[src/rtl/host_cmd_master.sv]
// Host command initiator: serializes WR/RD/ALU requests into UART frame bytes and collects the response.
// First TX byte one cycle after accept; RSP_VALID two cycles after the final handshake; TX waits on TX_READY.
module host_cmd_master #(
    parameter int RSP_TIMEOUT = 50000,
    parameter int CNT_W       = 16
) (
    input  logic        CLK,
    input  logic        RST,
    input  logic        REQ_VALID,
    output logic        REQ_READY,
    input  logic [1:0]  REQ_OPCODE,
    input  logic [3:0]  REQ_ADDR,
    input  logic [7:0]  REQ_DATA,
    input  logic [7:0]  REQ_OPB,
    input  logic [3:0]  REQ_FUN,
    output logic [7:0]  TX_DATA,
    output logic        TX_VALID,
    input  logic        TX_READY,
    input  logic [7:0]  RX_DATA,
    input  logic        RX_VALID,
    output logic [15:0] RSP_DATA,
    output logic        RSP_VALID,
    output logic        RSP_TOUT,
    output logic        BUSY,
    output logic [7:0]  STRAY_CNT
);

    typedef enum logic [2:0] {IDLE, SEND, WAIT_LO, WAIT_HI, DONE} state_t;

    typedef struct packed {
        logic [1:0] opcode;
        logic [3:0] addr;
        logic [7:0] data;
        logic [7:0] opb;
        logic [3:0] fun;
    } req_t;

    localparam logic [1:0] OP_WR  = 2'd0;
    localparam logic [1:0] OP_RD  = 2'd1;
    localparam logic [1:0] OP_ALU = 2'd2;
    localparam logic [1:0] OP_NOP = 2'd3;

    localparam logic [CNT_W-1:0] TOUT_LAST = CNT_W'(RSP_TIMEOUT - 1);

    function automatic logic [7:0] frame_byte(input req_t r, input logic [1:0] i);
        logic [7:0] b;
        b = 8'h00;
        case (r.opcode)
            OP_WR: begin
                case (i)
                    2'd0:    b = 8'hAA;
                    2'd1:    b = {4'h0, r.addr};
                    default: b = r.data;
                endcase
            end
            OP_RD: b = (i == 2'd0) ? 8'hBB : {4'h0, r.addr};
            OP_ALU: begin
                case (i)
                    2'd0:    b = 8'hCC;
                    2'd1:    b = r.data;
                    2'd2:    b = r.opb;
                    default: b = {4'h0, r.fun};
                endcase
            end
            default: b = (i == 2'd0) ? 8'hDD : {4'h0, r.fun};
        endcase
        return b;
    endfunction

    function automatic logic [1:0] last_idx(input logic [1:0] op);
        logic [1:0] n;
        case (op)
            OP_WR:   n = 2'd2;
            OP_ALU:  n = 2'd3;
            default: n = 2'd1;
        endcase
        return n;
    endfunction

    state_t           state_q, state_d;
    req_t             req_q, req_in;
    logic [1:0]       idx_q;
    logic [7:0]       tx_data_q;
    logic             tx_valid_q;
    logic [15:0]      rsp_data_q;
    logic             rsp_valid_q, rsp_tout_q;
    logic [7:0]       stray_q;
    logic [CNT_W-1:0] cnt_q;

    logic req_fire, tx_fire, last_byte, wait_st, tout_hit;

    assign req_in = '{opcode: REQ_OPCODE, addr: REQ_ADDR, data: REQ_DATA, opb: REQ_OPB, fun: REQ_FUN};

    always_comb begin
        state_d   = state_q;
        req_fire  = (state_q == IDLE) && REQ_VALID;
        tx_fire   = (state_q == SEND) && tx_valid_q && TX_READY;
        last_byte = (idx_q == last_idx(req_q.opcode));
        wait_st   = (state_q == WAIT_LO) || (state_q == WAIT_HI);
        // A response byte arriving on the final count still completes the request
        tout_hit  = wait_st && !RX_VALID && (cnt_q == TOUT_LAST);
        case (state_q)
            IDLE:    if (req_fire) state_d = SEND;
            SEND: begin
                if (tx_fire && last_byte)
                    state_d = (req_q.opcode == OP_WR) ? DONE : WAIT_LO;
            end
            WAIT_LO: begin
                if (RX_VALID)
                    state_d = (req_q.opcode == OP_RD) ? DONE : WAIT_HI;
                else if (tout_hit)
                    state_d = IDLE;
            end
            WAIT_HI: begin
                if (RX_VALID)      state_d = DONE;
                else if (tout_hit) state_d = IDLE;
            end
            DONE:    state_d = IDLE;
            default: state_d = IDLE;
        endcase
    end

    always_ff @(posedge CLK) begin
        if (RST) state_q <= IDLE;
        else     state_q <= state_d;
    end

    always_ff @(posedge CLK) begin
        if (RST) begin
            req_q       <= '0;
            idx_q       <= 2'd0;
            tx_data_q   <= 8'h00;
            tx_valid_q  <= 1'b0;
            rsp_data_q  <= 16'h0000;
            rsp_valid_q <= 1'b0;
            rsp_tout_q  <= 1'b0;
            stray_q     <= 8'h00;
            cnt_q       <= '0;
        end else begin
            rsp_valid_q <= (state_q == DONE);
            rsp_tout_q  <= tout_hit;
            if (RX_VALID && !wait_st && (stray_q != 8'hFF))
                stray_q <= stray_q + 8'd1;

            if (req_fire) begin
                req_q      <= req_in;
                idx_q      <= 2'd0;
                tx_valid_q <= 1'b1;
                tx_data_q  <= frame_byte(req_in, 2'd0);
            end

            if (tx_fire) begin
                if (last_byte) begin
                    tx_valid_q <= 1'b0;
                    tx_data_q  <= 8'h00;
                    cnt_q      <= '0;
                    if (req_q.opcode == OP_WR)
                        rsp_data_q <= 16'h0000;
                end else begin
                    idx_q     <= idx_q + 2'd1;
                    tx_data_q <= frame_byte(req_q, idx_q + 2'd1);
                end
            end

            if (wait_st) begin
                if (RX_VALID) begin
                    cnt_q <= '0;
                    if (state_q == WAIT_LO) begin
                        rsp_data_q[7:0] <= RX_DATA;
                        if (req_q.opcode == OP_RD)
                            rsp_data_q[15:8] <= 8'h00;
                    end else begin
                        rsp_data_q[15:8] <= RX_DATA;
                    end
                end else begin
                    cnt_q <= cnt_q + 1'b1;
                end
            end
        end
    end

    assign REQ_READY = (state_q == IDLE);
    assign BUSY      = (state_q != IDLE);
    assign TX_DATA   = tx_data_q;
    assign TX_VALID  = tx_valid_q;
    assign RSP_DATA  = rsp_data_q;
    assign RSP_VALID = rsp_valid_q;
    assign RSP_TOUT  = rsp_tout_q;
    assign STRAY_CNT = stray_q;

endmodule

[config.mk]
export PLATFORM = sky130hd
export DESIGN_NAME = host_cmd_master
export DESIGN_NICKNAME = d
export VERILOG_FILES = /design/src/rtl/host_cmd_master.sv
export SDC_FILE = /design/constraint.sdc
export NUM_CORES = 1
export LEC_CHECK = 0
export CORE_AREA = 3 3 96 98
export DETAILED_ROUTE_END_ITERATION = 16
export DIE_AREA = 0 0 99 101
export GPL_TIMING_DRIVEN = 0
export PLACE_DENSITY = 0.86
export SLEW_MARGIN = 5
export SYNTH_ARGS = -nofsm -noshare
export SYNTH_HDL_FRONTEND = slang
export SYNTH_SLANG_ARGS = --single-unit
[constraint.sdc]
create_clock -name CLK -period 2.05 [get_ports CLK]
set_input_delay 0.205 -clock CLK [delete_from_list [all_inputs] [get_ports CLK]]
set_output_delay 0.205 -clock CLK [all_outputs]
set_load 0.03 [all_outputs]
==> metrics.cfg <==
[logic_synthesis]
synth_largest_area_cell=dfxtp_1
netlist_top_cells_area=dfxtp_1 42%, nand2_1 8.9%, a21oi_1 5.8%, nor2_1 3.3%, o21ai_0 2.7%
synth-compound-area-share=0.253
yosys_most_used_dff=dfxtp_1
postSynthCellCount=489
synth.avg_cell_area_um2=8.06
synth_xor_area_frac=0.0133
synthMuxAreaShare=0.00254
synth-adder-area-share=0.0190
synth_cell_types=63
ys_ff_latch=82
synth_top_family_by_area=compound AO/OA/AOI/OAI gates
synth_area_mm2=0.00394
async_reset_ff_frac=0
yosysSeqAreaShare=0.416
yosysWarnings=0
synth-edff-count=0
synth_simple_gate_area_share=0.251
syn_nets=534
yosysTopAreaCellShare=0.416

[sta]
maxSlewViolCount=0
rsz0062_at_grt=true
fmax_mhz=498
finalSetupTns_ns=0
hold_viol=0
slew_headroom=0.548
skew_ns=0.0164
final.min_clock_period_ns=2.01
worstMarginPinSlew_ns=0.675
setup_violations=0
fin_crit_sh=0.979

[setup_path]
slowest_stage=dfxtp_1
path_class=flop to flop
setup.worst_path.start=idx_q[0]
critPathBufInv=3
crit_cells=8
critPathCaptureType=flop
path_max_fanout=10
start_kind=flop
cp.arrival_ns=2.24
critical_path.top_delay_family=compound AO/OA/AOI/OAI gates
reg2reg_depth=8
crit-reg2reg-launch=idx_q[0]
cp.required_ns=2.28
max_stage_delay_ns=0.37
path_cells=clkbuf_4 -> inv_1 -> ha_1 -> clkbuf_2 -> a221o_1 -> a311oi_1 -> a211o_1 -> a211oi_1

[floorplanning]
dieWidth_um=99
core_mm2=0.00855
dieHeight_um=101
dieArea_mm2=0.0100
initial_utilization=0.461
io_pins=76
rows=34

[hold_path]
worstHoldPathCells=3
hp-start=REQ_ADDR[1]
hold_class=input port to flop

[cells_and_area]
drive_above_1_share=0.0711
n_antenna_cell=0
final_cell_area_mm2=0.00504
n_fill_cell=741
final_util=0.590
fin_cells=685
final_net_count=617
area_delta_synth_final_pct=27.9

[route]
drcViolationCount=0
ant_nets=0
viasPerCell=5.83
met1Wirelength_mm=4.51
routed.top_layer=met4
vias=3991
dr.pass1.iters=5
wl_met2_mm=5.33
route.met3.wl_um=777
drt-initial-drc-count=251
routedWlPerCell_um=15.8
wl_mm=10.8

[pwr]
p_total_uw=3640
power_density_mw_per_mm2=721
p_leak_uw=0.00173
worst_ir_drop_vdd_v=0.000354

[global_routing]
grt.total_usage=0.215
grt_pass1_vias=3683
overflow=0
grt_antenna_before_repair=0
grt_max_degree=15
grt_pass1_wl_mm=17.4

[placed_design]
hpwl_mm=7.97
dp.cells=671
port_buffers=74
place.gp.congestion=0.910
placed_cell_area_mm2=0.00482

[clock_network]
h-tree-depth=3
clk_latency_ns=0.37
cts_hold_buf=0
cts-root-buf=clkbuf_8
cts_sinks=82
cts_buffer_depth=2
cts.clk_slew.worst_paths_ns=0.08
numCtsBuffers=9
cts_tree=done

[status]
status=finished, final reports clean

[flow_run]
drv_cap=0

## final cells by class
cell class | instances | area [µm²] | share of cell area
plain buffers | 28 | 131 | 0.0260
clock buffers | 10 | 128 | 0.0253
clock inverters | 6 | 65.1 | 0.0129
inverters | 11 | 41.3 | 0.00819
multi-input cells | 366 | 2160 | 0.428
flip-flops and latches | 82 | 1640 | 0.326
well taps | 108 | 135 | 0.0268
repair buffers | 74 | 739 | 0.147
## placed cells by master (no fill, tap or decap), types with 3 or more instances in the layout
cell type | synthesis | layout
ha_1 | 6 | 5
nand2_1 | 93 | 93
nand2b_1 | 5 | 5
o21ai_0 | 21 | 21
a31oi_1 | 3 | 3
clkbuf_1 | 18 | 14
nor3_1 | 12 | 12
a311oi_1 | 7 | 7
a21oi_1 | 46 | 45
nor2_1 | 35 | 34
a211oi_1 | 11 | 11
dfxtp_1 | 82 | 81
nor3b_1 | 7 | 7
nor2b_1 | 8 | 8
nand3b_1 | 3 | 3
clkdlybuf4s50_1 | 0 | 73
o211ai_1 | 3 | 3
o21a_1 | 5 | 5
clkbuf_8 | 0 | 9
inv_1 | 10 | 10
a32o_1 | 9 | 9
clkbuf_2 | 1 | 4
a21o_1 | 3 | 3
a221o_1 | 4 | 4
nand3_1 | 15 | 15
or3_1 | 5 | 5
a22o_1 | 3 | 3
nand4_1 | 4 | 4
buf_4 | 3 | 3
xnor2_1 | 4 | 4
o2bb2ai_1 | 7 | 7
o31ai_1 | 7 | 7
buf_2 | 6 | 5
and2_1 | 3 | 3
## state kept, by name, indices dropped and copies added (netlist names)
signal / cells
RSP_DATA: 16
idx_q: 2
cnt_q: 16
RSP_TOUT: 1
RSP_VALID: 1
TX_DATA: 8
TX_VALID: 1
req_q: 26
STRAY_CNT: 8
state_q: 3
## tightest hold or removal path: cells and delay by family
family	cells	cell delay, ns
compound gates	1	0.05
buf+inv	1	0.40
simple gates	1	0.05
## repair_timing
action	CTS	global route
setup buffers	0	0
resized for setup	4	12
endpoints found under the setup margin	7	26
## logic make-up after synthesis
group           after synthesis
simple gates                206
xor+xnor                      6
buf+inv                      41
compound gates              147
mux                           1
fa+ha+maj                     6
flops                        82
## metrics by stage
stage	hold WS [ns]	setup WS [ns]
final	0.387	0.0435
after global routing	0.399	-0.0852
after CTS	0.375	0.0191
after detailed placement	0.452	-0.213
after global placement	0.447	-0.162
after floorplan	0.341	0.109
## final timing paths
check	to	slack, ns
max	TX_DATA[1]	0.04
min	req_q[21]	0.39
max reg2reg	TX_DATA[1]	0.04
min reg2reg	req_q[1]	0.47
## cell usage after synthesis, types with 3 or more instances
master and number:
buf_2 6, nand4_1 4, dfxtp_1 82, a31oi_1 3, o21a_1 5, xnor2_1 4
a221o_1 4, nand2_1 93, or3_1 5, a311oi_1 7, nand3b_1 3, o211ai_1 3
a21o_1 3, inv_1 10, a211oi_1 11, nand2b_1 5, clkbuf_1 18, nor3_1 12
ha_1 6, a32o_1 9, o2bb2ai_1 7, and2_1 3, buf_4 3, o31ai_1 7
nor2b_1 8, nor2_1 35, a22o_1 3, a21oi_1 46, o21ai_0 21, nor3b_1 7
nand3_1 15
## per-layer routing
layer	vias to the layer above	global-route usage
li1	1931	-
met1	1868	0.267
met2	167	0.359
met3	25	0.0415
met4	0	0.101
met5	-	0
## power by group
group	total (µW)	switching [µW]	internal [µW]	leakage, µW
Clock	1160	599	565	0.0000966
Sequential	1750	71.3	1680	0.000668
Combinational	718	426	292	0.000970
Power figures use the tool's default switching activity.
==> edit (same flow settings) <==
Change the parameter `CNT_W` from 16 to 32.
--- a/src/rtl/host_cmd_master.sv
+++ b/src/rtl/host_cmd_master.sv
@@ -3,5 +3,5 @@
 module host_cmd_master #(
     parameter int RSP_TIMEOUT = 50000,
-    parameter int CNT_W       = 16
+    parameter int CNT_W       = 32
 ) (
     input  logic        CLK,
Check against the original RTL: no difference found for any inputs over 4 cycles, from zero or initial values and one cycle with RST high; that may be too few to reach the edited logic, so the function may still have changed.
==> edit against the original RTL <==
Routed wire length is 27% higher; critical path type unchanged; setup slack better by 0.016 ns; global-route usage is 6.0 points higher; sequential share of layout area is 0.18 points lower; power is 8.6% higher; final area is 21% higher; clock skew is 0.0049 ns higher; sequential cell count is 16 higher; area after synthesis is 23% higher.
==> edit: results (changes against the original RTL) <==
largest net degree at the start of global routing -> 16 (was 15)
total routing usage reported by global routing -> 27.4% (was 21.5%)
flip-flop count of the largest register, all copies and words added -> 32 (was 26)
via count of the first global-routing pass -> 4541 (was 3683)
Max-slew headroom -> 53.2% (was 54.8%)
number of cell instances on the worst register-to-register path -> 6 (was 8)
Worst Clk Skew -> 0.0212 ns (was 0.0164 ns)
instance count of the mapped netlist -> 594 (was 489)
fraction of synthesized cell area in xor and xnor cells -> 1.42% (was 1.33%)
outcome -> completed (unchanged)
number of clock buffers in the layout -> 11 (was 10)
post-route insts no fill -> 795 (was 685)
DR iter-0 viols -> 349 (was 251)
leading cell types by total area after synthesis -> sky130_fd_sc_hd__dfxtp_1 (41%), sky130_fd_sc_hd__nand2_1 (6.4%), sky130_fd_sc_hd__a21oi_1 (5.5%) (was sky130_fd_sc_hd__dfxtp_1 (42%), sky130_fd_sc_hd__nand2_1 (8.9%), sky130_fd_sc_hd__a21oi_1 (5.8%))
First-pass DRT Iterations -> 6 (was 5)
Sequential cell area -> 0.00197 mm^2 (was 0.00164 mm^2)
clock transition at the registers of the reported paths -> 0.10 ns (was 0.08 ns)
crit path max-delay cell type -> sky130_fd_sc_hd__or3b_1 (was sky130_fd_sc_hd__dfxtp_1)
number of clock sinks seen by CTS -> 98 (was 82)
count of inverters other than clock inverters in the layout -> 15 (was 11)
highest attainable clock frequency -> 502 MHz (was 498 MHz)
dpl cells -> 775 (was 671)
post-synthesis adder-cell area fraction -> 1.55% (was 1.90%)
proportion of cell area occupied by multi-input gates -> 45.0% (was 42.8%)
clock distribution area overhead in the final layout -> 3.58% (was 3.82%)
Distinct cells, synth -> 73 (was 63)
-- edit: changes by cell type after synthesis, moves of 7 or more --
cell and change:
sky130_fd_sc_hd__a21oi_1 +7, sky130_fd_sc_hd__nor3_1 +7, sky130_fd_sc_hd__dfxtp_1 +16, sky130_fd_sc_hd__o21ai_0 +9
sky130_fd_sc_hd__a31oi_1 +8, sky130_fd_sc_hd__nand2_1 -10, sky130_fd_sc_hd__buf_2 +9, sky130_fd_sc_hd__a32o_1 -7
sky130_fd_sc_hd__nor2_1 +14, sky130_fd_sc_hd__nor4_1 +7, sky130_fd_sc_hd__o2bb2ai_1 -7, sky130_fd_sc_hd__a22o_1 +13
sky130_fd_sc_hd__nand4_1 +10, sky130_fd_sc_hd__o21ai_1 +11
-- edit: worst paths after layout --
kind	from	endpoint
worst max-delay path	state_q[2]	state_q[0]
worst max register to register	state_q[2]	state_q[0]
worst min-delay path	REQ_OPB[1]	req_q[5]
worst min register to register	req_q[8]	req_q[8]
-- edit: report_power, final --
group          internal, W  switching, W
Clock             0.000718      0.000678
Sequential         0.00196     0.0000482
Combinational     0.000228      0.000313
-- edit: per-layer routing --
| metal | vias to the layer above | part of all wire [%] | GRT usage (%) |
|---|---|---|---|
| met5 | - | 0 | 0 |
| met4 | 0 | 2.6 | 9.56 |
| met3 | 34 | 6.4 | 5.88 |
| met2 | 219 | 50 | 46.7 |
| met1 | 2388 | 41 | 34.4 |
| li1 | 2365 | - | - |
-- edit: through the flow --
step | area [um^2] | util, %
after CTS | 5950 | 69.6
after global placement | 5710 | 66.8
after floorplan | 4840 | -
after detailed placement | 5710 | 66.8
final | 6080 | 71.1
after global routing | 6080 | 71.1
-- edit: timing repair --
item                       in CTS  in global routing
setup endpoints to repair       8                 53
pin swaps                       1                  5
resized for setup               7                 25
buffers inserted                1                  7
